==> src/rtl/stim_seq_pkg.sv <==
// Shared types and constants for the stimulus sequencer.
// Word layout: bit OBS_BIT is the observation flag, the rest is data.
package stim_seq_pkg;

    localparam int WORD_W  = 32;
    localparam int DATA_W  = 31;
    localparam int OBS_BIT = 31;

    typedef enum logic [1:0] {
        S_IDLE,
        S_RUN,
        S_PAUSE,
        S_DONE
    } state_t;

endpackage

==> src/rtl/stim_seq_buf.sv <==
// Stimulus register file: sequential write at the fill index,
// combinational read at the run pointer. Contents are never reset.
module stim_seq_buf
    import stim_seq_pkg::*;
#(
    parameter int DEPTH = 8,
    parameter int AW    = $clog2(DEPTH)
) (
    input  logic              clock,
    input  logic              reset,
    input  logic              clear,
    input  logic              wr_en,
    input  logic [WORD_W-1:0] wr_data,
    input  logic [AW-1:0]     rd_idx,
    output logic [WORD_W-1:0] rd_data,
    output logic [AW:0]       fill
);

    localparam logic [AW:0] F_ONE = {{AW{1'b0}}, 1'b1};

    logic [WORD_W-1:0] mem [DEPTH];

    // Entry storage; a clear in the same cycle discards the write.
    always_ff @(posedge clock) begin
        if (wr_en && !clear)
            mem[fill[AW-1:0]] <= wr_data;
    end

    // Fill counter tracks how many entries hold valid stimulus.
    always_ff @(posedge clock) begin
        if (reset || clear)
            fill <= '0;
        else if (wr_en)
            fill <= fill + F_ONE;
    end

    assign rd_data = mem[rd_idx];

endmodule

==> src/rtl/stim_seq.sv <==
// Stimulus sequencer: buffers host words and plays them out to a DUT.
// Define STIM_SEQ_LOOP_EN to honour loop_en; otherwise runs always end.
module stim_seq
    import stim_seq_pkg::*;
#(
    parameter int DEPTH = 8,
    parameter int CNT_W = 16
) (
    input  logic                     clock,
    input  logic                     reset,
    input  logic                     load_valid,
    input  logic [WORD_W-1:0]        load_data,
    output logic                     load_ready,
    input  logic                     clear,
    input  logic                     start,
    input  logic                     stop,
    input  logic                     step,
    input  logic                     loop_en,
    output logic [DATA_W-1:0]        datai,
    output logic                     obs,
    output logic                     issue,
    output logic                     busy,
    output logic                     done,
    output logic [$clog2(DEPTH)-1:0] pc,
    output logic [CNT_W-1:0]         issued_cnt
);

    localparam int AW = $clog2(DEPTH);
    localparam logic [AW-1:0]    P_ONE = {{(AW-1){1'b0}}, 1'b1};
    localparam logic [AW:0]      F_ONE = {{AW{1'b0}}, 1'b1};
    localparam logic [CNT_W-1:0] C_ONE = {{(CNT_W-1){1'b0}}, 1'b1};

`ifdef STIM_SEQ_LOOP_EN
    localparam logic LOOP_CFG = 1'b1;
`else
    localparam logic LOOP_CFG = 1'b0;
`endif

    state_t            state;
    state_t            state_nx;
    logic [AW:0]       fill;
    logic [WORD_W-1:0] entry;
    logic              wr_en;
    logic              loop_eff;
    logic              last;
    logic              launch;
    logic              do_issue;

    assign loop_eff = loop_en & LOOP_CFG;
    assign last     = ({1'b0, pc} == (fill - F_ONE));
    assign wr_en    = load_valid && load_ready && !clear;
    assign launch   = !clear && start && (fill != '0)
                    && (state == S_IDLE || state == S_DONE);
    assign do_issue = !clear
                    && ((state == S_RUN && !stop)
                     || (state == S_PAUSE && step));

    stim_seq_buf #(
        .DEPTH (DEPTH)
    ) u_buf (
        .clock   (clock),
        .reset   (reset),
        .clear   (clear),
        .wr_en   (wr_en),
        .wr_data (load_data),
        .rd_idx  (pc),
        .rd_data (entry),
        .fill    (fill)
    );

    // State register.
    always_ff @(posedge clock) begin
        if (reset)
            state <= S_IDLE;
        else
            state <= state_nx;
    end

    // Next-state: clear first, then stop over start, step over start.
    always_comb begin
        state_nx = state;
        if (clear) begin
            state_nx = S_IDLE;
        end else begin
            unique case (state)
                S_IDLE, S_DONE: begin
                    if (launch)
                        state_nx = S_RUN;
                end
                S_RUN: begin
                    if (stop)
                        state_nx = S_PAUSE;
                    else if (last && !loop_eff)
                        state_nx = S_DONE;
                end
                S_PAUSE: begin
                    if (step)
                        state_nx = (last && !loop_eff) ? S_DONE : S_PAUSE;
                    else if (start)
                        state_nx = S_RUN;
                end
                default: state_nx = S_IDLE;
            endcase
        end
    end

    // State-decoded status outputs.
    always_comb begin
        busy       = (state == S_RUN) || (state == S_PAUSE);
        done       = (state == S_DONE);
        load_ready = (state == S_IDLE) && !fill[AW];
    end

    // Issue datapath: output word, run pointer and saturating counter.
    always_ff @(posedge clock) begin
        if (reset) begin
            datai      <= '0;
            obs        <= 1'b0;
            issue      <= 1'b0;
            pc         <= '0;
            issued_cnt <= '0;
        end else begin
            issue <= do_issue;
            if (clear) begin
                pc <= '0;
            end else if (launch) begin
                pc         <= '0;
                issued_cnt <= '0;
            end else if (do_issue) begin
                datai <= entry[DATA_W-1:0];
                obs   <= entry[OBS_BIT];
                pc    <= last ? '0 : pc + P_ONE;
                if (issued_cnt != '1)
                    issued_cnt <= issued_cnt + C_ONE;
            end
        end
    end

endmodule

==> config.mk <==
export PLATFORM = sky130hd
export DESIGN_NAME = stim_seq
export DESIGN_NICKNAME = d
export VERILOG_FILES = /design/src/rtl/stim_seq_pkg.sv /design/src/rtl/stim_seq_buf.sv /design/src/rtl/stim_seq.sv
export SDC_FILE = /design/constraint.sdc
export NUM_CORES = 1
export LEC_CHECK = 0
export CELL_PAD_IN_SITES_DETAIL_PLACEMENT = 1
export CELL_PAD_IN_SITES_GLOBAL_PLACEMENT = 1
export CORE_MARGIN = 5
export CORE_UTILIZATION = 45
export DETAILED_ROUTE_END_ITERATION = 10
export HOLD_SLACK_MARGIN = 0.1
export PLACE_DENSITY_LB_ADDON = 0.1
export SLEW_MARGIN = 20
export SYNTH_ARGS = -nofsm -noshare
export SYNTH_HDL_FRONTEND = slang
export SYNTH_SLANG_ARGS = --single-unit
==> constraint.sdc <==
create_clock -name clock -period 4 [get_ports clock]
set_input_delay 0.6 -clock clock [delete_from_list [all_inputs] [get_ports clock]]
set_output_delay 0.6 -clock clock [all_outputs]
set_load 0.005 [all_outputs]
**Word-level counts from Yosys, hierarchy flattened**

Memory sizes are Yosys's and may differ from the RTL's. A register that Yosys moved wholly into a read port is not among the register bits.
Cells that the tools add are included.

- RAM bits: 256
- Memories kept: 1
- Logic and storage cells: 60
- Bits in latches: 0
- Bits of input ports: 40
- Flip-flop bits (word level): 26
- Memory bits (read-only): 0

- Equality and inequality tests: 8
- Bitwise logic cells: 2
- Multiply operators: 0
- Magnitude comparators: 0
- Mux-type cells: 13
- Div/mod/pow operators: 0
- Shift-type cells: 0
- Reduce and logical (&&, ||, !) cells: 27
- Add/sub/neg operators: 4

Memory list:

| memory | words | width | rd ports | clocked after Yosys merged registers in | write ports | line | text |
|---|---|---|---|---|---|---|---|
| u_buf.mem | 8 | 32 | 1 | 1 | 1 | stim_seq_buf.sv:21 | `logic [WORD_W-1:0] mem [DEPTH];` |

Operators with widths:

| kind | count |
|---|---|
| 2-to-1 mux 16 bit | 3 |
| adder 16 x 1 -> 16 bit (second input constant) | 1 |
| inequality test 16 bit (second input constant) | 1 |
| logical AND 1 bit | 10 |
| 2-to-1 mux 2 bit | 5 |
| AND reduction 3 bit | 3 |
| inequality test 3 bit (second input constant) | 2 |
| one-hot mux 2 bit (3 select lines) | 1 |
| adder 4 x 1 -> 4 bit (second input constant) | 1 |
| == test 2 bit (second input constant) | 2 |
| == test 3 x 4 -> 1 bit | 1 |
| logical OR 1 bit | 4 |
| nonzero test 2 bit | 2 |
| nonzero test 4 bit | 1 |
| OR reduction 2 bit | 2 |
| subtractor 4 x 1 -> 4 bit (second input constant) | 1 |
| adder 3 x 1 -> 3 bit (second input constant) | 1 |
| logical NOT 1 bit | 3 |
| 2-to-1 mux 1 bit | 3 |
| 2-to-1 mux 3 bit | 1 |
| OR reduction 3 bit | 1 |
| == test 2 x 1 -> 1 bit (second input constant) | 1 |
| logical NOT 2 bit | 1 |
| inequality test 2 bit (second input constant) | 1 |
| inverter 1 bit | 2 |

**Logic depth before layout (Yosys ltp)**

- Depth after elaboration: 7
- Mapped depth: 8

**Hierarchy**

Synthesis repeated with hierarchy kept, for this count alone.

- Cells, all modules: 699
- Area, all modules: 12519.5 µm²

By module, submodules not included:

| module | times used | cells each | area each (µm²) |
|---|---|---|---|
| stim_seq_buf | 1 | 402 | 10018.4 |
| stim_seq | 1 | 297 | 2501.1 |

**Worst setup path before layout**

OpenSTA, ideal clock, no wires.

- Path type: input port to flip-flop
- From: in clear
- To: mem u_buf.mem[1][0] (enable)
- Cell stages on the path: 4
- Path slack: 0.147 ns
- Arrival: 3.392 ns
- Data required time: 3.539 ns
- Buffers on the path: 1
- Cell sequence: buf_2 nor2_1 nand2_1 nor3_1

- Word-level cells in the longest chain between the ends: 5

Ends and longest elaborated chain:

| what | line | text |
|---|---|---|
| start: declaration | stim_seq.sv:14 | `input logic clear,` |
| logical NOT 1 bit * | stim_seq_buf.sv:25, stim_seq.sv:51 |  |
| logical AND 1 bit | stim_seq.sv:51 | `assign wr_en = load_valid && load_ready && !clear;` |
| logical AND 1 bit * | stim_seq_buf.sv:25 | `if (wr_en && !clear)` |
| 2-to-1 mux 1 bit * | stim_seq_buf.sv:25 |  |
| 2-to-1 mux 1 bit (not written as such) * | stim_seq_buf.sv:26 | `mem[fill[AW-1:0]] <= wr_data;` |
| end: declaration | stim_seq_buf.sv:21 |  |

Every way passes the cells marked *; elsewhere a longest branch is shown, timed or not.

**Worst setup path after layout**

- From: reg state[1]
- To: reg datai[2]

- Word-level cells in the longest chain between the ends: 5

Ends and longest elaborated chain:

| what | line | text |
|---|---|---|
| start: declaration | stim_seq.sv:39 | `state_t state;` |
| start signal: assignment | stim_seq.sv:76 | `state <= state_nx;` |
| == test 2 x 1 -> 1 bit, or another cell as far along | stim_seq.sv:55 | `&& ((state == S_RUN && !stop)` |
| logical AND 1 bit, or another cell as far along | stim_seq.sv:55 |  |
| logical OR 1 bit / logical AND 1 bit (equally long branches) | stim_seq.sv:56, stim_seq.sv:53 |  |
| logical AND 1 bit / inverter 1 bit (equally long branches) | n/a |  |
| AND reduction 3 bit (no line) * | n/a |  |
| end signal: assignment | stim_seq.sv:130 | `datai <= entry[DATA_W-1:0];` |
| end: declaration | stim_seq.sv:19 | `output logic [DATA_W-1:0] datai,` |

Marked as above.
A chain may end at the register's enable or synchronous reset.

==> flow_summary_export.csv <==
group,metric,value,unit
status,status,"finished clean",
synthesis,syn_nets,713,
critical_path,arrival,3260,ps
finish,areaGrowthSynthToFinish,20.7,%
pwr,vdd_drop_max,0.285,mV
hold_path,hold_start,"issued_cnt[5]",
synthesis,synth_top_cell_area_share,63.6,%
clocking,clkSinkCount,314,
clocking,cts.repair.resized,0,
placement,gp_routability_congestion,0.764,
floorplanning,die_y,174,um
clocking,cts_buffers,31,
route,drt-vias-per-instance,5.61,
timing,skew,10.2,ps
pwr,p_leak,4.57,nW
synthesis,yosysSeqAreaShare,73.2,%
finish,final_common_cell,"edfxtp_1",
floorplanning,die_w,174,um
pwr,pwr_density_cell,447,nW/um^2
synthesis,synth_edf_count,256,
global_route,antenna_found_initial,2,
timing,layout_setup_ws,1210,ps
critical_path,rrSetupSlack,1210,ps
route,dr.pass1.iters,5,
critical_path,crit_required,4470,ps
synthesis,avgSynthCellArea,18.2,um^2
timing,min_period,2790,ps
placement,io_buffer_count,93,
synthesis,ys_ff_latch,314,
timing,fmax,359,MHz
critical_path,rr_endpoint,"datai[2]",
synthesis,synthTopCellsByArea,"edfxtp_1, mux4_2, dfxtp_1",
floorplanning,ios,95,
route,vias,6427,
global_route,overflow,0,
route,drc,0,
clocking,cts.clk_slew.worst_paths,60,ps
critical_path,reg2reg_depth,8,
timing,maxSlewHeadroom,39.6,%
timing,finalSetupTns,0,ps
timing,rsz0062_at_grt,"false",
timing,drv_slew,0,
route,wl_per_cell,23.3,um
critical_path,r2r_start,"state[1]",
job,cap_viol_max_count,0,
clocking,cts_setup_buffers,0,
clocking,clockRootBuffer,"clkbuf_16",
clocking,hold_buffers,0,
placement,post-dp-hpwl,16300,um
synthesis,synthArstFlopShare,0,%
global_route,grt_use_total,17.5,%
placement,placed_area,13600,um^2
critical_path,crit_path_max_fanout,42,
synthesis,yosysWarnings,0,
clocking,htreeDepth,1,
timing,min_period_over_period,69.6,%
synthesis,syn-cell-area,12100,um^2
floorplanning,start_util,45.2,%
critical_path,worstSetupEndpointType,"flop",
timing,finalSetupViolCount,0,
timing,worst_slew_pin_slew,903,ps
clocking,cts_tree,"yes",
hold_path,hp-class,"flop to flop",
critical_path,path_class,"flop to flop",
global_route,grt_pass1_vias,7053,
finish,final_area,14600,um^2
floorplanning,coreArea,26700,um^2
finish,mostFrequentLayoutCells,"edfxtp_1, clkdlybuf4s50_1, mux4_2",
synthesis,synth_top_cell_by_area,"edfxtp_1",
floorplanning,die-area,30200,um^2
finish,nNetsFinal,828,
clocking,clock_path_buffers,3,
timing,fin_hold_ws,496,ps
placement,pre_cts_slack,776,ps
synthesis,synthCells,664,
route,drt_iter0_drc,427,
global_route,grt_max_degree,43,
route,drt-total-wl,26700,um
synthesis,synth_ff_type,"edfxtp_1",
finish,drive_above_1_share,18.3,%
hold_path,hold_path_end,"issued_cnt[5]",
synthesis,synth_cell_types,47,
critical_path,start_kind,"flop",
hold_path,min_path_cells,2,
route,ant_nets,0,
clocking,worstSkewPairLatency,550,ps
global_route,grt_pass1_wl,41600,um
timing,hold_viol,0,
floorplanning,rows,60,
## cells in the mapped netlist (all sizes together), types with 2 or more instances
library cell  number
nand2             21
o211ai             6
and3               6
or4                3
o2111ai            4
clkbuf            20
buf               15
mux4              64
nor2              19
edfxtp           256
xor2              10
nor3b              4
ha                 9
nor2b              3
mux2i             32
o21ai             38
dfxtp             58
a31oi              2
o21a               3
nand3              6
a21oi             38
nand2b             5
and4               2
inv                6
nor3              10
or3                2
nand4              3
xnor2              2
and2               3
## through the flow
step	power [W]	util (%)	instances
4_1_cts	0.00660	54.6	1144
3_3_place_gp	0.00379	50.9	1087
3_5_place_dp	0.00380	50.9	1087
2_1_floorplan	0.00369	-	664
5_1_grt	0.00677	54.6	1145
6_report	0.00652	54.6	1145
## metal layers
| metal | GRT usage [%] | vias up | wire (um) |
|---|---|---|---|
| met3 | 2.85 | 36 | 862 |
| li1 | - | 2899 | - |
| met1 | 22.6 | 3381 | 11300 |
| met4 | 3.20 | 2 | 413 |
| met5 | 0 | - | 13 |
| met2 | 31.9 | 109 | 14000 |
## area by class of cell
type	count	area, um^2
Antenna cell	1	2.50
Fill cell	2408	12100
Sequential cell	314	8860
Clock buffer	42	827
Inverter	6	22.5
Timing Repair Buffer	117	1190
Multi-Input combinational cell	309	3120
Tap cell	341	427
Clock inverter	15	148
## flip-flops by register name, summed over array words and instances, names as in the netlist
register and cells:
issued_cnt 16, obs 1, state 2, u_buf.fill 4, issue 1, pc 3, u_buf.mem 256, datai 31
## critical path: stages (launching register included)
cell and delay (ps):
dfxtp_1 340, inv_1 80, ha_1 200, nor2b_1 280, a21oi_1 200, nor3_4 780
buf_4 530, o21ai_0 140, a21oi_1 150
## how the worst max path moves through the flow
stage | start | slack (ps) | endpoint | cells after the start
6_report | state[1] | 1210 | datai[2] | 8
5_1_grt | state[1] | 900 | datai[8] | 8
4_1_cts | u_buf.fill[1] | 1160 | datai[19] | 8
3_5_place_dp | clear | 780 | datai[15] | 6
3_3_place_gp | clear | 870 | datai[9] | 6
2_1_floorplan | clear | 150 | u_buf.mem[1][0] | 4
## report_power, final
part           switching [W]  internal [W]  total, W
Clock                0.00116       0.00163   0.00280
Combinational      0.0000921     0.0000707  0.000163
Sequential        0.00000858       0.00355   0.00356
## cell families after synthesis
| kind of cell | count (synthesis) | synth area share (%) |
|---|---|---|
| fa+ha+maj | 9 | 0.932 |
| mux | 96 | 14.6 |
| simple gates | 93 | 4.32 |
| compound gates | 99 | 4.66 |
| flops | 314 | 73.2 |
| buf+inv | 41 | 1.45 |
| xor+xnor | 12 | 0.869 |
Power figures use the tool's default switching activity.
